**src/rtl/alu_multiword_sequencer_pkg.sv**
```systemverilog
// rtl/alu_multiword_sequencer_pkg.sv - shared types and helpers for the multi-word alu sequencer
package alu_multiword_sequencer_pkg;

   localparam int SEQ_MAX_WORDS = 8;
   localparam int SEQ_LEN_W     = $clog2(SEQ_MAX_WORDS + 1);
   localparam int WORD_W        = 32;

   typedef logic [WORD_W-1:0] MICRO1_MACHINE_WORD;

   typedef enum logic [2:0] {
      ALU_ADD = 3'd0,
      ALU_SUB = 3'd1,
      ALU_AND = 3'd2,
      ALU_OR  = 3'd3,
      ALU_XOR = 3'd4
   } ALU_OPERATION;

   typedef enum logic [1:0] {
      ALU_SEQ_IDLE  = 2'd0,
      ALU_SEQ_RUN   = 2'd1,
      ALU_SEQ_FLUSH = 2'd2
   } ALU_SEQ_STATE;

   function automatic logic alu_op_chains_carry(input ALU_OPERATION op);
      return (op == ALU_ADD) || (op == ALU_SUB);
   endfunction

endpackage

```
**src/rtl/alu_multiword_sequencer_if.sv**
```systemverilog
// rtl/alu_multiword_sequencer_if.sv - command, operand and result handshakes of the sequencer
interface alu_multiword_sequencer_if
   import alu_multiword_sequencer_pkg::*;
#(
   parameter int LEN_W = SEQ_LEN_W
);
   logic               abort;
   logic               start;
   logic               start_ready;
   ALU_OPERATION       start_op;
   logic [LEN_W-1:0]   start_len;
   logic               start_cin;
   logic               in_valid;
   logic               in_ready;
   MICRO1_MACHINE_WORD in_left;
   MICRO1_MACHINE_WORD in_right;
   logic               out_valid;
   logic               out_ready;
   MICRO1_MACHINE_WORD out_result;
   logic               out_last;
   logic               done;
   logic               done_cout;
   logic               busy;

   modport master (
      output abort, start, start_op, start_len, start_cin,
      output in_valid, in_left, in_right, out_ready,
      input  start_ready, in_ready, out_valid, out_result, out_last,
      input  done, done_cout, busy
   );

   modport slave (
      input  abort, start, start_op, start_len, start_cin,
      input  in_valid, in_left, in_right, out_ready,
      output start_ready, in_ready, out_valid, out_result, out_last,
      output done, done_cout, busy
   );
endinterface

```
**src/rtl/alu_multiword_sequencer_alu.sv**
```systemverilog
// rtl/alu_multiword_sequencer_alu.sv - single-word alu with the chained carry and result register
module alu_multiword_sequencer_alu
   import alu_multiword_sequencer_pkg::*;
(
   input  logic               clk,
   input  logic               reset,
   input  logic               clear,
   input  logic               load,
   input  logic               load_cin,
   input  ALU_OPERATION       op,
   input  logic               word_fire,
   input  logic               last_word,
   input  MICRO1_MACHINE_WORD left,
   input  MICRO1_MACHINE_WORD right,
   input  logic               out_ready,
   output logic               out_valid,
   output MICRO1_MACHINE_WORD out_result,
   output logic               out_last,
   output logic               carry
);
   logic [WORD_W:0]    sum;
   logic               carry_q, carry_d;
   logic               valid_q, valid_d;
   logic               last_q, last_d;
   MICRO1_MACHINE_WORD result_q, result_d;

   // For SUB the carry bit acts as a borrow: the top bit of the widened difference.
   always_comb begin
      sum = '0;
      case (op)
         ALU_ADD: sum = {1'b0, left} + {1'b0, right} + {{WORD_W{1'b0}}, carry_q};
         ALU_SUB: sum = {1'b0, left} - {1'b0, right} - {{WORD_W{1'b0}}, carry_q};
         ALU_AND: sum = {1'b0, left & right};
         ALU_OR:  sum = {1'b0, left | right};
         ALU_XOR: sum = {1'b0, left ^ right};
         default: sum = '0;
      endcase
   end

   always_comb begin
      carry_d  = carry_q;
      valid_d  = valid_q;
      last_d   = last_q;
      result_d = result_q;
      if (valid_q && out_ready) begin
         valid_d = 1'b0;
         last_d  = 1'b0;
      end
      if (load) begin
         carry_d = load_cin;
      end
      if (word_fire) begin
         valid_d  = 1'b1;
         last_d   = last_word;
         result_d = sum[WORD_W-1:0];
         carry_d  = alu_op_chains_carry(op) ? sum[WORD_W] : 1'b0;
      end
      if (clear) begin
         valid_d = 1'b0;
         last_d  = 1'b0;
      end
   end

   always_ff @(posedge clk or posedge reset) begin
      if (reset) begin
         carry_q  <= 1'b0;
         valid_q  <= 1'b0;
         last_q   <= 1'b0;
         result_q <= '0;
      end else begin
         carry_q  <= carry_d;
         valid_q  <= valid_d;
         last_q   <= last_d;
         result_q <= result_d;
      end
   end

   assign out_valid  = valid_q;
   assign out_result = result_q;
   assign out_last   = last_q;
   assign carry      = carry_q;
endmodule

```
**src/rtl/alu_multiword_sequencer.sv**
```systemverilog
// rtl/alu_multiword_sequencer.sv - runs the shared alu over 1..MAX_WORDS operand words, LS word first
module alu_multiword_sequencer
   import alu_multiword_sequencer_pkg::*;
#(
   parameter int MAX_WORDS = SEQ_MAX_WORDS,
   parameter int LEN_W     = $clog2(MAX_WORDS + 1)
)
(
   input  logic clk,
   input  logic reset,
   alu_multiword_sequencer_if.slave bus
);
   ALU_SEQ_STATE       state_q, state_d;
   ALU_OPERATION       op_q, op_d;
   logic [LEN_W-1:0]   remaining_q, remaining_d;
   logic               done_q, done_d;
   logic               done_cout_q, done_cout_d;
   logic [LEN_W-1:0]   len_clamped;
   logic               start_ready;
   logic               in_ready;
   logic               load;
   logic               load_cin;
   logic               word_fire;
   logic               last_word;
   logic               dp_out_valid;
   MICRO1_MACHINE_WORD dp_out_result;
   logic               dp_out_last;
   logic               carry;

   always_comb begin
      len_clamped = (bus.start_len > LEN_W'(MAX_WORDS)) ? LEN_W'(MAX_WORDS) : bus.start_len;
      // A zero-length operation has no words, so its reported carry is forced to 0.
      load_cin = alu_op_chains_carry(bus.start_op) && bus.start_cin && (len_clamped != '0);
   end

   always_comb begin
      state_d     = state_q;
      op_d        = op_q;
      remaining_d = remaining_q;
      done_d      = 1'b0;
      done_cout_d = done_cout_q;
      start_ready = 1'b0;
      in_ready    = 1'b0;
      load        = 1'b0;
      word_fire   = 1'b0;
      last_word   = 1'b0;
      case (state_q)
         ALU_SEQ_IDLE: begin
            start_ready = 1'b1;
            if (bus.start) begin
               load        = 1'b1;
               op_d        = bus.start_op;
               remaining_d = len_clamped;
               state_d     = (len_clamped == '0) ? ALU_SEQ_FLUSH : ALU_SEQ_RUN;
            end
         end
         ALU_SEQ_RUN: begin
            in_ready = !dp_out_valid || bus.out_ready;
            if (bus.in_valid && in_ready) begin
               word_fire   = 1'b1;
               last_word   = (remaining_q == LEN_W'(1));
               remaining_d = remaining_q - LEN_W'(1);
               if (last_word) begin
                  state_d = ALU_SEQ_FLUSH;
               end
            end
         end
         ALU_SEQ_FLUSH: begin
            if (!dp_out_valid || bus.out_ready) begin
               state_d     = ALU_SEQ_IDLE;
               done_d      = 1'b1;
               done_cout_d = carry;
            end
         end
         default: state_d = ALU_SEQ_IDLE;
      endcase
      if (bus.abort) begin
         state_d     = ALU_SEQ_IDLE;
         op_d        = op_q;
         remaining_d = remaining_q;
         done_d      = 1'b0;
         done_cout_d = done_cout_q;
         load        = 1'b0;
      end
   end

   always_ff @(posedge clk or posedge reset) begin
      if (reset) begin
         state_q     <= ALU_SEQ_IDLE;
         op_q        <= ALU_ADD;
         remaining_q <= '0;
         done_q      <= 1'b0;
         done_cout_q <= 1'b0;
      end else begin
         state_q     <= state_d;
         op_q        <= op_d;
         remaining_q <= remaining_d;
         done_q      <= done_d;
         done_cout_q <= done_cout_d;
      end
   end

   alu_multiword_sequencer_alu u_alu (
      .clk        (clk),
      .reset      (reset),
      .clear      (bus.abort),
      .load       (load),
      .load_cin   (load_cin),
      .op         (op_q),
      .word_fire  (word_fire),
      .last_word  (last_word),
      .left       (bus.in_left),
      .right      (bus.in_right),
      .out_ready  (bus.out_ready),
      .out_valid  (dp_out_valid),
      .out_result (dp_out_result),
      .out_last   (dp_out_last),
      .carry      (carry)
   );

   assign bus.start_ready = start_ready;
   assign bus.in_ready    = in_ready;
   assign bus.out_valid   = dp_out_valid;
   assign bus.out_result  = dp_out_result;
   assign bus.out_last    = dp_out_last;
   assign bus.done        = done_q;
   assign bus.done_cout   = done_cout_q;
   assign bus.busy        = (state_q != ALU_SEQ_IDLE);
endmodule

```
**src/flat_wrapper.sv**
```systemverilog
// flat-port wrapper written by rule: the top's interface ports become plain ports
module alu_multiword_sequencer_flat import alu_multiword_sequencer_pkg::*;
#(
   parameter int MAX_WORDS = SEQ_MAX_WORDS,
   parameter int LEN_W     = $clog2(MAX_WORDS + 1)
)
  (clk, reset, bus_abort, bus_start, bus_start_op, bus_start_len, bus_start_cin, bus_in_valid, bus_in_left, bus_in_right, bus_out_ready, bus_start_ready, bus_in_ready, bus_out_valid, bus_out_result, bus_out_last, bus_done, bus_done_cout, bus_busy);
  alu_multiword_sequencer_if #(.LEN_W(LEN_W)) bus_i ();
  input  logic clk;
  input  logic reset;
  input wire logic [$bits(bus_i.abort)-1:0] bus_abort;
  input wire logic [$bits(bus_i.start)-1:0] bus_start;
  input wire logic [$bits(bus_i.start_op)-1:0] bus_start_op;
  input wire logic [$bits(bus_i.start_len)-1:0] bus_start_len;
  input wire logic [$bits(bus_i.start_cin)-1:0] bus_start_cin;
  input wire logic [$bits(bus_i.in_valid)-1:0] bus_in_valid;
  input wire logic [$bits(bus_i.in_left)-1:0] bus_in_left;
  input wire logic [$bits(bus_i.in_right)-1:0] bus_in_right;
  input wire logic [$bits(bus_i.out_ready)-1:0] bus_out_ready;
  output wire logic [$bits(bus_i.start_ready)-1:0] bus_start_ready;
  output wire logic [$bits(bus_i.in_ready)-1:0] bus_in_ready;
  output wire logic [$bits(bus_i.out_valid)-1:0] bus_out_valid;
  output wire logic [$bits(bus_i.out_result)-1:0] bus_out_result;
  output wire logic [$bits(bus_i.out_last)-1:0] bus_out_last;
  output wire logic [$bits(bus_i.done)-1:0] bus_done;
  output wire logic [$bits(bus_i.done_cout)-1:0] bus_done_cout;
  output wire logic [$bits(bus_i.busy)-1:0] bus_busy;
  assign bus_i.abort = bus_abort;
  assign bus_i.start = bus_start;
  assign bus_i.start_op = bus_start_op;
  assign bus_i.start_len = bus_start_len;
  assign bus_i.start_cin = bus_start_cin;
  assign bus_i.in_valid = bus_in_valid;
  assign bus_i.in_left = bus_in_left;
  assign bus_i.in_right = bus_in_right;
  assign bus_i.out_ready = bus_out_ready;
  assign bus_start_ready = bus_i.start_ready;
  assign bus_in_ready = bus_i.in_ready;
  assign bus_out_valid = bus_i.out_valid;
  assign bus_out_result = bus_i.out_result;
  assign bus_out_last = bus_i.out_last;
  assign bus_done = bus_i.done;
  assign bus_done_cout = bus_i.done_cout;
  assign bus_busy = bus_i.busy;
  alu_multiword_sequencer #(.MAX_WORDS(MAX_WORDS), .LEN_W(LEN_W)) u_core (.clk(clk), .reset(reset), .bus(bus_i));
endmodule
```
**config.mk**
```make
export PLATFORM = sky130hd
export DESIGN_NAME = alu_multiword_sequencer_flat
export DESIGN_NICKNAME = d
export VERILOG_FILES = /design/src/rtl/alu_multiword_sequencer_pkg.sv /design/src/rtl/alu_multiword_sequencer_if.sv /design/src/rtl/alu_multiword_sequencer_alu.sv /design/src/rtl/alu_multiword_sequencer.sv /design/src/flat_wrapper.sv
export SDC_FILE = /design/constraint.sdc
export NUM_CORES = 1
export LEC_CHECK = 0
export ABC_AREA = 1
export BUFFER_PORTS_ARGS = -buffer_cell sky130_fd_sc_hd__buf_2
export CAP_MARGIN = 20
export CORE_UTILIZATION = 55
export DETAILED_ROUTE_END_ITERATION = 6
export GPL_TIMING_DRIVEN = 0
export PLACE_DENSITY = 0.8
export REMOVE_ABC_BUFFERS = 1
export SLEW_MARGIN = 20
export SYNTH_ARGS = -nofsm -noshare
export SYNTH_HDL_FRONTEND = slang
export SYNTH_SLANG_ARGS = --single-unit
export TNS_END_PERCENT = 50
```
**constraint.sdc**
```tcl
create_clock -name clk -period 2.3 [get_ports clk]
set_clock_uncertainty 0.15 [all_clocks]
set_input_delay 0.115 -clock clk [delete_from_list [all_inputs] [get_ports clk]]
set_output_delay 0.115 -clock clk [all_outputs]
set_load 0.1 [all_outputs]
```
# Word-level counts from Yosys, hierarchy flattened
# Cells that the tools add are included.
# op_classes
n_addsub	5
n_lt_le_gt_ge	1
n_eq_ne	14
n_mux	32
bitwise_logic	4
n_reduce_logical	21
# ops
operator	n
$pmux 33 s5	1
$add 32x32->33	1
$add 33x1->33	1
$sub 32x32->33	1
$sub 33x1->33	1
$and 32x32->32	1
$or 32x32->32	1
$xor 32x32->32	1
$mux 1	20
$mux 2	6
$mux 4	3
$ne 3x2->1 const B	3
$pmux 4 s2	1
$reduce_and 4->1	2
$eq 3x1->1 const B	2
$eq 3x2->1 const B	2
$logic_not 3->1	2
$pmux 2 s3	1
$reduce_and 3->1	2
$reduce_bool 2->1	3
$eq 4x1->1 const B	1
$gt 4x4->1 const B	1
$logic_and 1x1->1	4
$logic_not 4->1	1
13 further kinds	15
# totals
ff_bits	46
input_bits	78
wordCells	86

# Logic depth before layout (Yosys ltp)
# logic_depth
word_depth	7
mapped_depth	19
depth_no_buf	19

# By module
# Synthesis repeated with hierarchy kept, for this count alone.
# unflattened
hier_cells	1613
area_unflattened_um2	8968.6
# modules_own_cells
mod	instances	cells_per_inst	area_each_um2
alu_multiword_sequencer_alu	1	1507	8252.9
alu_multiword_sequencer	1	106	715.7

# Worst setup path after synthesis
# Ideal clock, no wire load.
# synth_path
path_type	register -> register
startpoint	reg u_core.state_q[1]
endpoint	reg u_core.u_alu.carry_q (netlist: u_core.u_alu.carry)
setup_time_ns	0.065
arrival_ns	3.457
slack_ns	-1.373
stages_incl_launch_ff	10
path_buffers	0
synth_period_minus_slack_ns	3.673
path_cell_list	dfrtp_1 nor2_1 inv_1 nor2_1 nand2_1 inv_1 nand3_1 o21ai_0 nand2_1 nand2_1
# synth_via
elab_chain_cells	4
word_cells_on_any_way	7
classes_between	1 x eq/ne; 4 x mux; 2 x reduce/logical
# synth_rtl
element	line	text
start, declared	alu_multiword_sequencer.sv:13	ALU_SEQ_STATE state_q, state_d;
start signal, assigned	alu_multiword_sequencer.sv:95	state_q <= state_d;
$logic_not 2->1	alu_multiword_sequencer.sv:47	case (state_q)
$mux 1	alu_multiword_sequencer.sv:47	
$mux 1	alu_multiword_sequencer.sv:77	if (bus.abort) begin
$reduce_bool 2->1 (no source line)	--	
end signal, assigned	alu_multiword_sequencer_alu.sv:71	carry_q <= carry_d;
end, declared	alu_multiword_sequencer_alu.sv:22	logic carry_q, carry_d;
# Parallel ways exist; a longest one is shown, timed or not.
# A chain may end at the register's enable or synchronous reset.

# Worst setup path in the final report
# layout_path
startpoint	in bus_in_right[10]
endpoint	reg u_core.u_alu.carry_q (netlist: u_core.u_alu.carry)
# layout_via
elab_chain_cells	5
word_cells_on_any_way	7
classes_between	4 x add/sub; 3 x mux
# layout_rtl
element	line	text
start, declared	flat_wrapper.sv:18	input wire logic [$bits(bus_i.in_right)-1:0] bus_in_right;
$sub 32x32->33 / $add 32x32->33 (equally long branches)	alu_multiword_sequencer_alu.sv:32, alu_multiword_sequencer_alu.sv:31	
$sub 33x1->33 / $add 33x1->33 (equally long branches)	alu_multiword_sequencer_alu.sv:32, alu_multiword_sequencer_alu.sv:31	
$pmux 33 s5 (*)	alu_multiword_sequencer_alu.sv:30	case (op)
$mux 1 (*)	alu_multiword_sequencer_alu.sv:56	carry_d = alu_op_chains_carry(op) ? sum[WORD_W] : 1'b0;
$mux 1 (*)	alu_multiword_sequencer_alu.sv:52	if (word_fire) begin
# Every way passes the cells marked *; elsewhere a longest branch is shown, timed or not.

==> results_dict.tcl <==
set metrics [dict create \
    cts_buffers 5 \
    synth_edf_count 0 \
    cp-start-kind "primary input" \
    finalSetupViolCount 24 \
    die_h_um 128.4 \
    final_area_um2 10790 \
    drtAntennaViolNets 0 \
    coreArea_um2 15430 \
    num_rows 45 \
    grt_pass1_wl_um 45300 \
    clkTransAtPathRegs_ns 0.07 \
    grt_remaining_overflow 0 \
    yosysTopAreaCell "nand2_1" \
    synth_seq_cells 46 \
    dr_total_vias 10420 \
    clock_sink_count 46 \
    cp.arrival_ns 2.58 \
    pin_count 117 \
    yosysTopAreaCellShare 0.2433 \
    cts_tree "yes" \
    clock_latency_ns 0.30 \
    tightest_slew_ns 0.6205 \
    synth_area_um2 8792 \
    layout-drive-gt1-share 0.1872 \
    fin_nets 1918 \
    ir_drop_mv 0.7489 \
    fin_crit_ns 2.487 \
    place.detailed.hpwl_um 23150 \
    timing.final.crit_share 1.081 \
    firstDrtPassIters 7 \
    drt-wirelength-per-cell_um 15.55 \
    synthToLayoutAreaGrowth_pct 22.76 \
    path_max_fanout 7 \
    fin_tns_setup_ns -2.603 \
    dpl.cell_count 1881 \
    yosysSeqAreaShare 0.1309 \
    die_area_um2 16500 \
    start_util 0.5699 \
    rsz0062_at_grt "yes" \
    place_area_um2 9744 \
    grt_pass1_vias 9424 \
    hold_viol 0 \
    total_power_mw 9.612 \
    violations "negative setup slack" \
    htreeDepth 2 \
    cap_violations 0 \
    cts.path.max_buffers 2 \
    yosys_warnings 0 \
    leakagePower_nw 6.570 \
    antenna_cells 0 \
    fmax_mhz 402.2 \
    slew_viol_final 0 \
    final_util 0.6996 \
    detailedPlace.worstSlack_ns -0.5205 \
    drt_iter0_markers 860 \
    worstSetupPathType "primary input to register" \
    end_kind "register" \
    power_density_nw_per_um2 890.6 \
    drc_errors 0 \
    cp_data_required_time_ns 2.39 \
    grt_max_degree 32 \
    async_flop_share 1.000 \
    track_usage 0.3534 \
    cts_root_buf "clkbuf_16" \
    io_buffers 116 \
    die_x_um 128.4 \
    place.gp.congestion 0.9746 \
    final_cells 1920 \
    fin_ws_ns -0.1865 \
    synth_ff_type "dfrtp_1" \
    slew-limit-headroom 0.5825 \
    viasPerCell 5.424 \
    finalWirelength_um 29850 \
    hp-class "primary input to register" \
    synth_cell_types 46 \
    yosys-top-cells-area "nand2_1, ha_1, inv_1" \
    antenna_found_initial 0 \
    run_status "finished, violations left" \
    worst_hold_slack_ns 0.01135 \
    synth.avg_cell_area_um2 5.607 \
    synth_cells 1568 \
]
[worst max-delay path, cell delays in order]
cell,delay (ns)
buf_2,0.10
inv_1,0.04
ha_1,0.38
ha_1,0.40
nand2_1,0.15
inv_1,0.06
a21oi_1,0.44
nor2_1,0.11
nor2_1,0.21
nand2_4,0.10
nand2_4,0.08
nand2_2,0.05
nand2_2,0.07
nand3_2,0.07
nand2_2,0.08
nand2_2,0.05
nand2_1,0.05
[state kept, by name, indices dropped and copies added (netlist names)]
name,cells
u_core.bus.done,1
u_core.bus.done_cout,1
u_core.op_q,3
u_core.remaining_q,4
u_core.state_q,2
u_core.u_alu.carry,1
u_core.u_alu.out_last,1
u_core.u_alu.out_result,32
u_core.u_alu.out_valid,1
[cell families after synthesis]
kind of cell             after synthesis  synth area share
AO/OA/AOI/OAI                        156            0.1096
XOR/XNOR                               3          0.002989
adder cells (fa/ha/maj)              132            0.1913
buffers and inverters                372            0.1631
flip-flops                            46            0.1309
AND/OR/NAND/NOR                      859            0.4022
[placed cells by master (no fill, tap or decap), drive strengths merged, types with 4 or more instances in the layout]
| cell | netlist | final |
|---|---|---|
| nand4 | 6 | 6 |
| nand3 | 118 | 118 |
| nor3 | 13 | 13 |
| nor4 | 7 | 7 |
| and2 | 5 | 5 |
| a21boi | 13 | 13 |
| dlygate4sd3 | 0 | 6 |
| o21ai | 35 | 35 |
| buf | 18 | 150 |
| nand2 | 570 | 570 |
| o22ai | 17 | 17 |
| or2 | 10 | 10 |
| fa | 4 | 4 |
| o21bai | 6 | 6 |
| clkbuf | 5 | 5 |
| ha | 128 | 128 |
| nor2 | 121 | 121 |
| a21oi | 53 | 53 |
| inv | 348 | 348 |
| nand3b | 9 | 9 |
| o211ai | 4 | 4 |
| dfrtp | 46 | 46 |
| a221oi | 17 | 17 |
[power breakdown]
group	switching, mW	total, mW	internal [mW]
Combinational	5.34	7.46	2.12
Clock	0.384	0.795	0.411
Sequential	0.229	1.36	1.13
[per-layer routing]
metal  vias to the layer above  share of wire  track usage
met4                         0          0.055       0.1785
met1                      4691           0.40       0.4221
li1                       5114              -            -
met5                         -              0            0
met3                       125          0.078      0.05031
met2                       485           0.47       0.6181
[cell usage after synthesis, drive strengths merged, types with 6 or more instances]
| library cell | number |
|---|---|
| nand2 | 570 |
| inv | 348 |
| ha | 128 |
| nor2 | 121 |
| nand3 | 118 |
| a21oi | 53 |
| dfrtp | 46 |
| o21ai | 35 |
| buf | 18 |
| a221oi | 17 |
| o22ai | 17 |
| a21boi | 13 |
| nor3 | 13 |
| or2 | 10 |
| nand3b | 9 |
| nor4 | 7 |
| nand4 | 6 |
| o21bai | 6 |
[worst paths after layout]
path                                        startpoint                     endpoint  slack [ns]  depth (start not counted)
setup / recovery                      bus_in_right[10]           u_core.u_alu.carry       -0.19                         17
hold / removal                           bus_start_cin           u_core.u_alu.carry        0.01                          5
setup reg to reg                    u_core.u_alu.carry  u_core.u_alu.out_result[12]       -0.18                         12
hold reg to reg            u_core.u_alu.out_result[15]  u_core.u_alu.out_result[15]        0.33                          2
max in group asynchronous                        reset               u_core.op_q[2]        1.27                          4
min in group asynchronous                        reset  u_core.u_alu.out_result[28]        0.20                          3
[cell type report]
cell class | instances | area [um2]
inverters | 349 | 1318
repair buffers | 156 | 1023
well taps | 211 | 264.0
fillers | 1439 | 4634
clock inverters | 3 | 25.02
clock buffers | 5 | 125.1
multi-input cells | 1150 | 6885
flip-flops and latches | 46 | 1152
[timing repair]
| action | CTS | global route |
|---|---|---|
| setup buffers | 14 | 11 |
| gates cloned | 0 | 0 |
| resized for setup | 82 | 97 |
| hold endpoints to repair | 20 | 0 |
| hold buffers | 6 | 0 |
| pin swaps | 44 | 56 |
| endpoints found under the setup margin | 34 | 36 |
(Power assumes the default switching activity.)
